**src/rtl/pipe_addsub.sv**
```systemverilog
// pipe_addsub: pipelined two's-complement adder/subtractor.
// A WIDTH-bit operation is split into STAGES carry-ripple slices of
// SW = WIDTH/STAGES bits. Each pipeline stage computes one slice, so the block
// accepts one operation per clock. A valid/ready handshake gives backpressure.
//
// Ports:
//   clk        clock, rising edge
//   rst_n      synchronous active-low reset
//   in_valid   operation presented on a, b, cin, sub
//   in_ready   operation accepted this cycle (needs advance and rst_n)
//   a, b       WIDTH-bit operands
//   cin        carry-in (add) / borrow-in (sub)
//   sub        0: a + b + cin, 1: a - b - cin
//   out_valid  sum/cout/ovf hold a valid result
//   out_ready  consumer accepts the result
//   sum        result modulo 2^WIDTH
//   cout       raw carry out of the MSB (sub: 1 = no borrow)
//   ovf        signed overflow
module pipe_addsub #(
   parameter int WIDTH  = 16,
   parameter int STAGES = 4
) (
   input  logic             clk,
   input  logic             rst_n,
   input  logic             in_valid,
   output logic             in_ready,
   input  logic [WIDTH-1:0] a,
   input  logic [WIDTH-1:0] b,
   input  logic             cin,
   input  logic             sub,
   output logic             out_valid,
   input  logic             out_ready,
   output logic [WIDTH-1:0] sum,
   output logic             cout,
   output logic             ovf
);

   localparam int SW   = WIDTH / STAGES;
   localparam int LAST = STAGES - 1;

   // Stage registers: stage k holds slices 0..k of the sum, the carry out of
   // slice k, and the operands still needed by later slices.
   logic [WIDTH-1:0] a_q  [STAGES];
   logic [WIDTH-1:0] bx_q [STAGES];
   logic [WIDTH-1:0] s_q  [STAGES];
   logic             c_q  [STAGES];
   logic             v_q  [STAGES];
   logic             ovf_q;

   // Inputs seen by each stage's slice adder (ports for stage 0).
   logic [WIDTH-1:0] src_a  [STAGES];
   logic [WIDTH-1:0] src_bx [STAGES];
   logic [WIDTH-1:0] src_s  [STAGES];
   logic             src_c  [STAGES];
   logic             src_v  [STAGES];
   logic [SW:0]      slice_r [STAGES];

   logic advance;
   logic ovf_nxt;
   logic unused_ops;

   // Whole-pipeline stall: everything moves only when the output slot frees.
   assign advance  = !v_q[LAST] || out_ready;
   assign in_ready = advance && rst_n;

   for (genvar k = 0; k < STAGES; k++) begin : g_stage
      if (k == 0) begin : g_in
         // Subtract is a + ~b + ~cin; cin ^ sub folds the carry select.
         assign src_a[0]  = a;
         assign src_bx[0] = sub ? ~b : b;
         assign src_s[0]  = '0;
         assign src_c[0]  = cin ^ sub;
         assign src_v[0]  = in_valid;
      end else begin : g_fwd
         assign src_a[k]  = a_q[k-1];
         assign src_bx[k] = bx_q[k-1];
         assign src_s[k]  = s_q[k-1];
         assign src_c[k]  = c_q[k-1];
         assign src_v[k]  = v_q[k-1];
      end

      assign slice_r[k] = {1'b0, src_a[k][k*SW +: SW]}
                        + {1'b0, src_bx[k][k*SW +: SW]}
                        + {{SW{1'b0}}, src_c[k]};
   end

   // Carry into the MSB is recovered as a ^ bx ^ sum at that bit.
   assign ovf_nxt = src_a[LAST][WIDTH-1] ^ src_bx[LAST][WIDTH-1]
                  ^ slice_r[LAST][SW-1] ^ slice_r[LAST][SW];

   // Final-stage operand copies are never read; synthesis prunes them.
   assign unused_ops = ^{a_q[LAST], bx_q[LAST]};

   always_ff @(posedge clk) begin
      if (!rst_n) begin
         for (int unsigned k = 0; k < STAGES; k++) begin
            a_q[k]  <= '0;
            bx_q[k] <= '0;
            s_q[k]  <= '0;
            c_q[k]  <= 1'b0;
            v_q[k]  <= 1'b0;
         end
         ovf_q <= 1'b0;
      end else if (advance) begin
         for (int unsigned k = 0; k < STAGES; k++) begin
            a_q[k]  <= src_a[k];
            bx_q[k] <= src_bx[k];
            // Completed slices pass through; only slice k is replaced.
            s_q[k]  <= src_s[k];
            s_q[k][k*SW +: SW] <= slice_r[k][SW-1:0];
            c_q[k]  <= slice_r[k][SW];
            v_q[k]  <= src_v[k];
         end
         ovf_q <= ovf_nxt;
      end
   end

   assign out_valid = v_q[LAST];
   assign sum       = s_q[LAST];
   assign cout      = c_q[LAST];
   assign ovf       = ovf_q;

endmodule

```
**config.mk**
```make
export PLATFORM = sky130hd
export DESIGN_NAME = pipe_addsub
export DESIGN_NICKNAME = d
export VERILOG_FILES = /design/src/rtl/pipe_addsub.sv
export SDC_FILE = /design/constraint.sdc
export NUM_CORES = 1
export LEC_CHECK = 0
export BUFFER_PORTS_ARGS = -buffer_cell sky130_fd_sc_hd__buf_2
export CAP_MARGIN = 5
export CORE_UTILIZATION = 35
export DETAILED_ROUTE_END_ITERATION = 7
export PLACE_DENSITY = 0.56
export SLEW_MARGIN = 20
export SYNTH_ARGS = -nofsm -noshare
export SYNTH_HDL_FRONTEND = slang
export SYNTH_SLANG_ARGS = --single-unit
```
**constraint.sdc**
```tcl
create_clock -name clk -period 2.9 [get_ports clk]
set_input_delay 0.29 -clock clk [delete_from_list [all_inputs] [get_ports clk]]
set_output_delay 0.29 -clock clk [all_outputs]
set_load 0.005 [all_outputs]
```
After elaboration in Yosys (flattened, before gate mapping)
Memories as Yosys holds them, arrays and structs flattened. Cells that the tools add are included.

Divide/modulo/power cells: 0. $lt $le $gt $ge: 0. Muxes and demuxes: 29. Equality and inequality tests: 0. Add/subtract/negate cells: 8. Shift operators: 0. Multiply operators: 0. Bitwise gates (word level): 29. Reduce and logical (&&, ||, !) cells: 3.

Operators by type and width (number): $mux W16 (13); $or A1 B1 Y1 (24); $add A4 B4 Y5 (4); $add A5 B1 Y5 (4); $mux W4 (4); $not A16 Y16 (1); $mux W1 (12); $xor A1 B1 Y1 (4); $logic_and A1 B1 Y1 (1); $logic_not A1 Y1 (1); $logic_or A1 B1 Y1 (1).

Logic and storage cells: 75. Register bits after elaboration: 1. ROM bits: 0. Memories kept: 5. Bits in latches: 0. Bits in writable memories: 200. Output and inout port bits: 20. Bits of input ports: 38.

Memories: a_q (depth 4, width 16, read ports 3, clocked after memory_dff 0, wr ports 4, RTL line 43) `logic [WIDTH-1:0] a_q [STAGES];`; bx_q (depth 4, width 16, read ports 3, clocked after memory_dff 0, wr ports 4, RTL line 44) `logic [WIDTH-1:0] bx_q [STAGES];`; s_q (depth 4, width 16, read ports 4, clocked after memory_dff 0, wr ports 4, RTL line 45) `logic [WIDTH-1:0] s_q [STAGES];`; c_q (depth 4, width 1, read ports 4, clocked after memory_dff 0, wr ports 4, RTL line 46) `logic c_q [STAGES];`; v_q (depth 4, width 1, read ports 4, clocked after memory_dff 0, wr ports 4, RTL line 47) `logic v_q [STAGES];`.

Longest topological paths before layout
Gate-level depths: netlist (run 1). An unclocked memory read counts as a cell.

Depth after elaboration: 8. Mapped depth: 10. Mapped depth without buffers: 8.

Least setup slack after synthesis (run 1)
OpenSTA, ideal clock, no wires.

Kind: register to register. From: mem v_q[3]. To: mem a_q[0][10] (enable). Data required time: 2455 ps. Stages on the path, launching flop included: 5. Setup time: 445 ps. Path slack: -30 ps. Arrival time: 2485 ps. Buffers on the path: 1. Cells stage by stage: edfxtp_1 nand2b_4 buf_6 nor2_8 inv_1.

RTL lines (RTL line): start: declaration (47); end: declaration (43).

==> key figures, run 1 <==
Die
  • Num rows: 39
  • Die Y: 112 um
  • Core footprint: 11,700 um^2
  • Initial Util: 36.6%
  • Die area: 12,700 um^2
  • Die X: 112 um
  • I/O pins: 58

Timing
  • Final hold vios: 0
  • Min Hold Slack: 0.174 ns
  • Worst Max-Slew Pin Slew: 0.641 ns
  • Tcrit/Tclk final: 72.0%
  • Fin. max-slew vios: 0
  • RSZ-0062 raised after global routing: false
  • Max Freq: 479 MHz
  • Clock skew: 0.00428 ns
  • Setup violations, final: 0
  • Post-route minimum period: 2.09 ns
  • Setup TNS: 0 ns
  • Max transition margin: 57.2%
  • Final worst-path setup slack: 0.811 ns

Global routing
  • Vias in the first global route: 2,351
  • Total gr overflow: 0
  • Initial antenna violation count: 0
  • Gr usage total: 11.8%
  • Largest net degree at the start of global routing: 92
  • First-pass GRT wire length: 11.5 mm

Worst setup path
  • Setup crit end kind: output pin
  • Max FO, Critical Path: 20
  • Worst R2R End: a_q[0][24]
  • Reg2reg setup slack: 0.88 ns
  • Critical Path RT: 2.61 ns
  • R2R depth: 5
  • Setup CP Type: flop to output pin
  • Critical Path Source: v_q[3]
  • Nature of the critical path startpoint: flop
  • Worst EP arrival: 1.80 ns
  • Worst reg2reg path startpoint: v_q[3]

CTS
  • CTS H-tree lvls: 3
  • CTS sink cnt: 97
  • Hold Buf Count CTS: 0
  • Clk root buf: clkbuf_16
  • CTS max path bufs: 2
  • TritonCTS clock tree: built
  • Post-CTS Setup Inserts: 0
  • Num CTS Buffers: 9
  • CTS resizes: 0
  • CTS clock-pin slew for the worst setup and hold paths: 0.07 ns
  • Clk_lat worst skew: 0.34 ns

Cells and area
  • Area Growth Syn to Fin: 17.0%
  • Core Util, Final: 42.9%
  • Antenna diodes: 0
  • Cell area after layout: 5000 um^2
  • # fillers: 1,070
  • Share of post-route cells with drive strength above 1: 23.1%
  • Non-Filler Instances: 507
  • Final-stage net count: 417

Routing
  • Drc violations: 0
  • DR vias/cell: 4.60
  • Vias post-DR: 2,330
  • First-pass iteration count of the detailed router: 4
  • DRT Wirelength: 6.69 mm
  • Per-cell routed wire length: 13.2 um
  • Number of DRC markers in iteration 0: 108
  • Antenna viol nets, final: 0

Logic synthesis
  • Synth top area share: 63.3%
  • Unique masters post-synth: 28
  • Largest cells by area after synthesis: edfxtp_1 (63%), and3_1 (9.4%), fa_1 (3.7%), ha_1 (3.5%), xnor2_1 (3.5%)
  • Seq/Total Area, Yosys: 66.5%
  • Post-synthesis cell area: 4270 um^2
  • YS warnings: 0
  • Post-synth EDFFs: 90
  • Syn_nets: 362
  • Post-Syn Instances: 304
  • Synth area leader: edfxtp_1
  • FF+latch count, synth: 97
  • Top-count cell post-synth: edfxtp_1
  • Most used DFF post-synth: edfxtp_1
  • Ys async rst share: 0%
  • Avg Inst Size Synth: 14.1 um^2
  • Synth cell count leaders: edfxtp_1 (90), and3_1 (64), nor2_1 (23), inv_1 (20), xnor2_1 (17)

Outcome
  • Status: completed

Placed design
  • Post-Place Cell Area: 4690 um^2
  • Placer Congestion: 0.709
  • Dpl ws: 0.900 ns
  • IO Port Bufs: 57
  • # placed instances: 491
  • Post-DP HPWL: 4.30 mm

Pwr
  • P_int: 2.43 mW
  • Pleak: 2.34 nW
  • Switching pwr: 0.657 mW
  • Total power: 3.08 mW
  • Comb pwr share: 7.7%
  • Net Sw Frac: 21.3%
  • Clock power share: 38.6%
  • Seq pwr share: 53.7%
  • Max VDD drop: 0.304 mV
  • PD cells: 617 nW/um^2

Worst hold path
  • Worst Hold Endpoint: v_q[0]
  • Hold Path Origin: in_valid
  • Worst min-delay path class: input pin to flop
  • Hold Path Cell Cnt: 2

Job
  • MaxCap Viol Count: 0
==> layout by cell type, fill, tap and decap left out, types with 5 or more instances in the layout <==
master / instances
clkbuf_16: 9
inv_1: 19
fa_1: 8
o21ai_0: 6
buf_2: 57
nand2_1: 5
ha_1: 12
xnor2_1: 17
xor2_1: 6
dfxtp_1: 7
nor2_1: 23
edfxtp_1: 90
buf_4: 5
and3_1: 64
==> worst max path at each step <==
stage                     slack, ns  cells after the start         end
after global routing           0.61                      4    in_ready
after CTS                      0.73                      4    in_ready
after global placement         0.94                      5   s_q[1][0]
final                          0.81                      4    in_ready
after detailed placement       0.90                      5   s_q[0][3]
after floorplan                0.47                      4  a_q[0][10]
==> power by group through the flow <==
stage          sequential [mW]  combinational [mW]  clock (mW)
2_1_floorplan             1.68               0.165           0
3_3_place_gp              1.68               0.237           0
3_5_place_dp              1.69               0.243           0
4_1_cts                   1.66               0.245        1.22
5_1_grt                   1.66               0.276        1.28
6_report                  1.66               0.239        1.19
==> cell type report <==
class	instances	area, um^2	share of cell area (%)
repair buffers	63	343	6.86
inverters	20	78.8	1.58
clock inverters	7	78.8	1.58
well taps	143	179	3.58
flip-flops and latches	97	2840	56.9
clock buffers	9	225	4.51
multi-input cells	168	1250	25.0
==> per-layer routing <==
metal	share of wire [%]	global-route usage (%)	vias to the layer above
met4	2.3	7.20	0
li1	-	-	1195
met5	0	0	-
met2	45	16.8	47
met3	3.8	2.54	11
met1	49	16.5	1077
==> kinds of logic after synthesis <==
logic type	synth area share [%]
simple gates	13.9
compound gates	3.37
fa+ha+maj	7.26
xor+xnor	4.72
buf+inv	4.16
flops	66.5
==> worst max-delay path: stages (launching register included) <==
cell and delay (ns):
edfxtp_1 0.42, nand2b_4 0.19, nand2_1 0.42, inv_1 0.28, buf_2 0.15
==> registers in the layout, indices dropped and copies added (netlist names) <==
signal	count
a_q	24
bx_q	24
c_q	4
ovf	1
s_q	40
v_q	4
No activity file was read; power rests on OpenSTA's default activity.
==> run 2, diff against run 1 <==
--- a/config.mk
+++ b/config.mk
@@ -5,11 +5,12 @@
 export SDC_FILE = /design/constraint.sdc
 export NUM_CORES = 1
 export LEC_CHECK = 0
+export ABC_AREA = 1
 export BUFFER_PORTS_ARGS = -buffer_cell sky130_fd_sc_hd__buf_2
 export CAP_MARGIN = 5
 export CORE_UTILIZATION = 35
 export DETAILED_ROUTE_END_ITERATION = 7
-export PLACE_DENSITY = 0.56
+export PLACE_DENSITY = 0.54
 export SLEW_MARGIN = 20
 export SYNTH_ARGS = -nofsm -noshare
 export SYNTH_HDL_FRONTEND = slang
==> constraint.sdc (replaced) <==
create_clock -name clk -period 2.04 [get_ports clk]
set_input_delay 0.204 -clock clk [delete_from_list [all_inputs] [get_ports clk]]
set_output_delay 0.204 -clock clk [all_outputs]
set_load 0.005 [all_outputs]
==> key figures, run 2 <==
CTS
  • Num CTS Buffers: 9 (unchanged)
  • CTS H-tree lvls: 3 (unchanged)
  • CTS sink cnt: 97 (unchanged)
  • CTS clock-pin slew for the worst setup and hold paths: 0.06 ns (about the same)
  • CTS max path bufs: 2 (unchanged)
  • CTS resizes: 0 (unchanged)
  • Post-CTS Setup Inserts: 0 (unchanged)
  • Clk root buf: clkbuf_16
  • Clk_lat worst skew: 0.34 ns (about the same)
  • TritonCTS clock tree: built
  • Hold Buf Count CTS: 0 (unchanged)

Timing
  • Clock skew: 0.00684 ns (+0.00256 ns)
  • Max Freq: 540 MHz
  • Setup TNS: 0 ns (unchanged)
  • Post-route minimum period: 1.85 ns
  • Tcrit/Tclk final: 90.7%
  • Final hold vios: 0 (unchanged)
  • Setup violations, final: 0 (unchanged)
  • RSZ-0062 raised after global routing: false
  • Fin. max-slew vios: 0 (unchanged)
  • Max transition margin: 76.9% (+20 points)
  • Min Hold Slack: 0.0758 ns (-0.0985 ns)
  • Worst Max-Slew Pin Slew: 0.347 ns (-0.294 ns)

Worst setup path
  • Max FO, Critical Path: 3 (-85%)
  • Setup crit end kind: flop
  • CP dominant cell by count: nand2_1
  • R2R depth: 6 (+1)
  • Slowest cell delay on critical path: 0.49 ns (+0.07 ns)
  • Worst setup path endpoint: c_q[3]
  • Worst EP arrival: 1.94 ns (+0.14 ns)
  • Delay-heaviest family, CP: adder cells
  • Critical Path RT: 2.13 ns (-0.48 ns)
  • Nature of the critical path startpoint: flop
  • Total buffers and inverters traversed by the critical path: 0 (-2)
  • Critical Path Source: a_q[0][44]
  • Worst R2R End: c_q[3]
  • Slowest-stage cell, CP: fa_1
  • CP Cell Sequence: fa_1 -> fa_1 -> nand2_1 -> nand2_1 -> nand2_1 -> nor2_1
  • Crit path depth: 6 (+2)
  • Worst reg2reg path startpoint: a_q[0][44]
  • Setup CP Type: flop to flop
  • Reg2reg setup slack: 0.19 ns (-0.69 ns)

Cells and area
  • Largest registers: s_q x40, a_q x24, bx_q x24
  • Non-Filler Instances: 640 (+26%)
  • Antenna diodes: 0 (unchanged)
  • Share of post-route cells with drive strength above 1: 28.4% (+5.4 points)
  • Commonest non-fill, non-tap cell in the layout: edfxtp_1
  • # fillers: 1,284 (+20%)
  • Commonest non-fill, non-tap cells in the layout: edfxtp_1 (90), inv_1 (87), buf_2 (57)
  • Final-stage net count: 517 (+24%)
  • Area Growth Syn to Fin: 15.1%
  • Largest reg by FF count: s_q
  • Max FFs per register: 40 (unchanged)

Die
  • Initial Util: 36.2% (-0.38 points)
  • Die X: 120 um (+6.3%)
  • I/O pins: 58 (unchanged)
  • Core footprint: 13,300 um^2 (+14%)
  • Die area: 14,300 um^2 (+13%)
  • Die Y: 120 um (+6.3%)
  • Num rows: 42 (+7.7%)

Pwr
  • PD cells: 782 nW/um^2 (+27%)
  • Pleak: 2.37 nW (+0.91%)
  • Max VDD drop: 0.401 mV (+32%)
  • Total power: 4.36 mW (+41%)

Logic synthesis
  • Top-count cell post-synth: edfxtp_1
  • Post-Syn Instances: 396 (+30%)
  • FF+latch count, synth: 97 (unchanged)
  • Combinational family with the most area after synthesis: simple AND/OR/NAND/NOR gates
  • Post-synthesis cell area: 4840 um^2 (+13%)
  • Seq/Total Area, Yosys: 58.8% (-7.8 points)
  • Syn_nets: 454 (+25%)
  • Largest cells by area after synthesis: edfxtp_1 (56%), nor2_4 (12%), inv_1 (6.7%), nor2_1 (3.6%), fa_1 (3.3%)
  • Ys async rst share: 0% (unchanged)
  • Post-synth EDFFs: 90 (unchanged)
  • Post-Synth Adder-Cell Area: 6.41% (-0.85 points)
  • YS warnings: 0 (unchanged)
  • Synth top area share: 55.9% (-7.4 points)
  • Most used DFF post-synth: edfxtp_1
  • Synth cell count leaders: edfxtp_1 (90), inv_1 (87), nor2_4 (50), nor2_1 (46), nand2_1 (33)
  • Mux share of post-synthesis cell area: 0% (unchanged)
  • Avg Inst Size Synth: 12.2 um^2 (-13%)
  • Simple-gate share of the synthesized area: 19.3% (+5.3 points)
  • Unique masters post-synth: 24 (-14%)
  • Compound-Gate Fraction of Synth Area: 2.12% (-1.2 points)
  • Synth area leader: edfxtp_1
  • Xor and xnor area share after synthesis: 3.08% (-1.6 points)

Placed design
  • Post-DP HPWL: 4.90 mm (+14%)
  • # placed instances: 624 (+27%)
  • IO Port Bufs: 57 (unchanged)
  • Placer Congestion: 0.738 (+4.1%)

Global routing
  • Total gr overflow: 0 (unchanged)
  • First-pass GRT wire length: 11.8 mm (+2.8%)
  • Initial antenna violation count: 0 (unchanged)
  • Gr usage total: 10.9% (-0.95 points)
  • Vias in the first global route: 2,491 (+6.0%)
  • Largest net degree at the start of global routing: 37 (-60%)

Outcome
  • Status: completed

Worst hold path
  • Worst min-delay path class: input pin to flop

Routing
  • Drc violations: 0 (unchanged)
  • Antenna viol nets, final: 0 (unchanged)
  • First-pass iteration count of the detailed router: 4 (unchanged)
  • DR vias/cell: 4.00 (-13%)
  • DRT Wirelength: 6.87 mm (+2.7%)
  • Per-cell routed wire length: 10.7 um (-19%)
  • Vias post-DR: 2,557 (+9.7%)
  • Number of DRC markers in iteration 0: 142 (+31%)

Job
  • MaxCap Viol Count: 0 (unchanged)
==> run 2: changes by cell type in the layout (fill, tap and decap cells not counted), sizes merged, moves of 4 or more <==
cell,previous run,this run
nand2,5,35
and3,64,0
nor2,24,96
inv,21,89
nand3,0,4
==> run 2: worst min-delay path, cell delays in order <==
cell and delay [ns]:
buf_2 0.07, nand2_1 0.04, o21ai_0 0.06
==> run 2: layer usage <==
layer  part of all wire [%]  global-route usage (%)  wire length [um]  up-vias
met4                    2.0                    5.16               137        0
met1                     47                    13.4              3220     1133
met2                     46                    17.2              3160       56
li1                       -                       -                 -     1359
met5                      0                       0                 0        -
met3                    5.1                    3.52               348        9
==> run 2: layout make-up <==
class / instances / area [um^2] / area share, %
clock buffer: 12 / 236 / 4.25
multi-input combinational: 198 / 1520 / 27.2
tap: 176 / 220 / 3.95
timing repair buffer: 64 / 400 / 7.19
inverter: 89 / 334 / 6.00
clock inverter: 4 / 20.0 / 0.359
sequential: 97 / 2840 / 51.0
==> run 2: per-stage QoR <==
stage                     utilization, %  cell area (um^2)  setup slack (ns)
after floorplan                        -              4850             0.180
final                               41.7              5570             0.189
after detailed placement            39.8              5310             0.170
after global routing                41.7              5570            0.0847
after global placement              39.8              5310             0.261
after CTS                           41.7              5570             0.162
==> run 2: how the worst min path moves through the flow <==
| stage | startpoint | endpoint | slack, ns | cells after the start |
|---|---|---|---|---|
| CTS | in_valid | v_q[0] | 0.06 | 3 |
| global route | in_valid | v_q[0] | 0.07 | 3 |
| finish | in_valid | v_q[0] | 0.08 | 3 |
| floorplan | in_valid | v_q[0] | 0.32 | 2 |
| detailed placement | in_valid | v_q[0] | 0.42 | 3 |
| global placement | in_valid | v_q[0] | 0.41 | 3 |
==> run 2: cells by family (layout without fill, tap and decap cells) <==
logic type                 count (synthesis)  count (layout)
AOI/OAI and AO/OA                         20              20
xor gates and xnor gates                  17              17
adders and majority gates                 20              20
buffers and inverters                    101             169
DFF                                       97              97
and+or+nand+nor                          141             141
==> run 2: report_power, final <==
group / internal [mW] / switching, mW / total (mW)
registers: 2.32 / 0.0385 / 2.36
clock network: 0.817 / 0.665 / 1.48
logic: 0.218 / 0.296 / 0.514
total: 3.36 / 1.00 / 4.36
==> run 3, diff against run 2 <==
--- a/config.mk
+++ b/config.mk
@@ -6,9 +6,10 @@
 export NUM_CORES = 1
 export LEC_CHECK = 0
 export ABC_AREA = 1
-export BUFFER_PORTS_ARGS = -buffer_cell sky130_fd_sc_hd__buf_2
+export BUFFER_PORTS_ARGS = -buffer_cell sky130_fd_sc_hd__buf_4
 export CAP_MARGIN = 5
 export CORE_UTILIZATION = 35
+export CTS_CLUSTER_SIZE = 24
 export DETAILED_ROUTE_END_ITERATION = 7
 export PLACE_DENSITY = 0.54
 export SLEW_MARGIN = 20
==> key figures, run 3 (synthesized netlist as in run 2, its figures left out) <==
Outcome
  • Status: completed

Pwr
  • PD cells: 795 nW/um^2 (+1.6%)
  • Comb pwr share: 12.0% (+0.2 points)
  • P_int: 3.52 mW (+4.9%)
  • Seq pwr share: 51.9% (-2.3 points)
  • Max VDD drop: 0.354 mV (-12%)
  • Net Sw Frac: 22.6% (-0.32 points)
  • Pleak: 2.41 nW (+1.8%)
  • Switching pwr: 1.03 mW (+3.0%)
  • Clock power share: 36.1% (+2.1 points)

Cells and area
  • Area Growth Syn to Fin: 18.4%
  • Commonest non-fill, non-tap cell in the layout: edfxtp_1
  • Max FFs per register: 40 (unchanged)
  • Final-stage net count: 517 (unchanged)
  • Largest registers: s_q x40, a_q x24, bx_q x24
  • Antenna diodes: 0 (unchanged)
  • Non-Filler Instances: 640 (unchanged)
  • Largest reg by FF count: s_q
  • Commonest non-fill, non-tap cells in the layout: edfxtp_1 (90), inv_1 (87), buf_4 (60)
  • Share of post-route cells with drive strength above 1: 28.7% (+0.22 points)

Global routing
  • Total gr overflow: 0 (unchanged)
  • Largest net degree at the start of global routing: 42 (+14%)
  • Gr usage total: 11.3% (+0.47 points)
  • First-pass GRT wire length: 12.5 mm (+6.2%)
  • Initial antenna violation count: 0 (unchanged)
  • Vias in the first global route: 2,625 (+5.4%)

Die
  • Core footprint: 13,300 um^2 (unchanged)
  • Die X: 120 um (unchanged)
  • Num rows: 42 (unchanged)
  • Initial Util: 36.2% (unchanged)
  • Die Y: 120 um (unchanged)
  • I/O pins: 58 (unchanged)
  • Die area: 14,300 um^2 (unchanged)

Worst setup path
  • Nature of the critical path startpoint: flop
  • Max FO, Critical Path: 3 (unchanged)
  • Worst EP arrival: 1.96 ns (+0.02 ns)
  • Setup crit end kind: flop
  • Critical Path RT: 2.12 ns (about the same)
  • Setup CP Type: flop to flop

CTS
  • CTS clock-pin slew for the worst setup and hold paths: 0.07 ns (about the same)
  • Clk_lat worst skew: 0.34 ns (about the same)
  • CTS max path bufs: 2 (unchanged)
  • CTS H-tree lvls: 3 (unchanged)
  • Num CTS Buffers: 9 (unchanged)
  • TritonCTS clock tree: built
  • Hold Buf Count CTS: 0 (unchanged)
  • Post-CTS Setup Inserts: 0 (unchanged)
  • Clk root buf: clkbuf_16
  • CTS sink cnt: 97 (unchanged)
  • CTS resizes: 0 (unchanged)

Routing
  • Number of DRC markers in iteration 0: 137 (-3.5%)
  • DRT Wirelength: 7.24 mm (+5.3%)
  • Vias post-DR: 2,620 (+2.5%)
  • Antenna viol nets, final: 0 (unchanged)
  • Drc violations: 0 (unchanged)
  • First-pass iteration count of the detailed router: 4 (unchanged)
  • DR vias/cell: 4.09 (+2.5%)
  • Per-cell routed wire length: 11.3 um (+5.3%)

Placed design
  • Dpl ws: 0.170 ns (+0.000394 ns)
  • Placer Congestion: 0.775 (+5.1%)
  • IO Port Bufs: 57 (unchanged)
  • Post-DP HPWL: 5.10 mm (+4.1%)
  • # placed instances: 624 (unchanged)

Timing
  • Clock skew: 0.0103 ns (+0.00345 ns)
  • Fin. max-slew vios: 0 (unchanged)
  • Max Freq: 534 MHz (-1.2%)
  • Tcrit/Tclk final: 91.9% (+1.1 points)
  • Setup TNS: 0 ns (unchanged)
  • Final hold vios: 0 (unchanged)
  • Worst Max-Slew Pin Slew: 0.467 ns (+0.120 ns)
  • RSZ-0062 raised after global routing: false
  • Max transition margin: 68.9% (-8.0 points)
  • Min Hold Slack: 0.0871 ns (+0.0113 ns)
  • Post-route minimum period: 1.87 ns (+0.0230 ns)
  • Final worst-path setup slack: 0.166 ns (-0.0230 ns)
  • Setup violations, final: 0 (unchanged)

Worst hold path
  • Worst min-delay path class: input pin to flop

Job
  • MaxCap Viol Count: 0 (unchanged)
==> run 3: stage by stage <==
stage | power (mW) | utilization (%) | cell area (um^2)
6_report | 4.55 | 42.9 | 5730
5_1_grt | 4.74 | 42.9 | 5730
4_1_cts | 4.61 | 42.9 | 5730
3_5_place_dp | 2.96 | 40.8 | 5440
3_3_place_gp | 2.95 | 40.8 | 5440
2_1_floorplan | 2.82 | - | 4850
==> run 3: final timing paths <==
| kind | start | to | slack (ns) | depth (start not counted) |
|---|---|---|---|---|
| worst min-delay path | in_valid | v_q[0] | 0.09 | 3 |
| worst max register to register | a_q[0][44] | c_q[3] | 0.17 | 6 |
| worst max-delay path | a_q[0][44] | c_q[3] | 0.17 | 6 |
| worst min register to register | c_q[1] | c_q[1] | 0.46 | 2 |
==> run 3: cell type report <==
type | count | area, um^2
sequential | 97 | 2840
fill | 1271 | 7620
clock inverter | 3 | 43.8
clock buffer | 13 | 240
multi-input combinational | 198 | 1520
inverter | 89 | 334
timing repair buffer | 64 | 531
tap | 176 | 220
==> run 3: worst max-delay path: stages (launching register included) <==
cell and delay (ns):
edfxtp_1 0.40, fa_1 0.49, fa_1 0.44, nand2_1 0.12, nand2_1 0.06, nand2_1 0.07, nor2_1 0.04
==> run 3: layer usage <==
metal  GRT usage [%]  wire length [um]  vias to the layer above
met4            6.80               200                        0
met3            2.14               271                       15
met1            15.0              3470                     1182
met5               0                 0                        -
li1                -                 -                     1359
met2            17.2              3300                       64
==> run 3: power by group through the flow <==
stage,registers [mW],logic [mW],clock network [mW]
6_report,2.36,0.547,1.64
5_1_grt,2.38,0.613,1.75
4_1_cts,2.37,0.558,1.68
3_5_place_dp,2.41,0.556,0
3_3_place_gp,2.40,0.544,0
2_1_floorplan,2.40,0.420,0
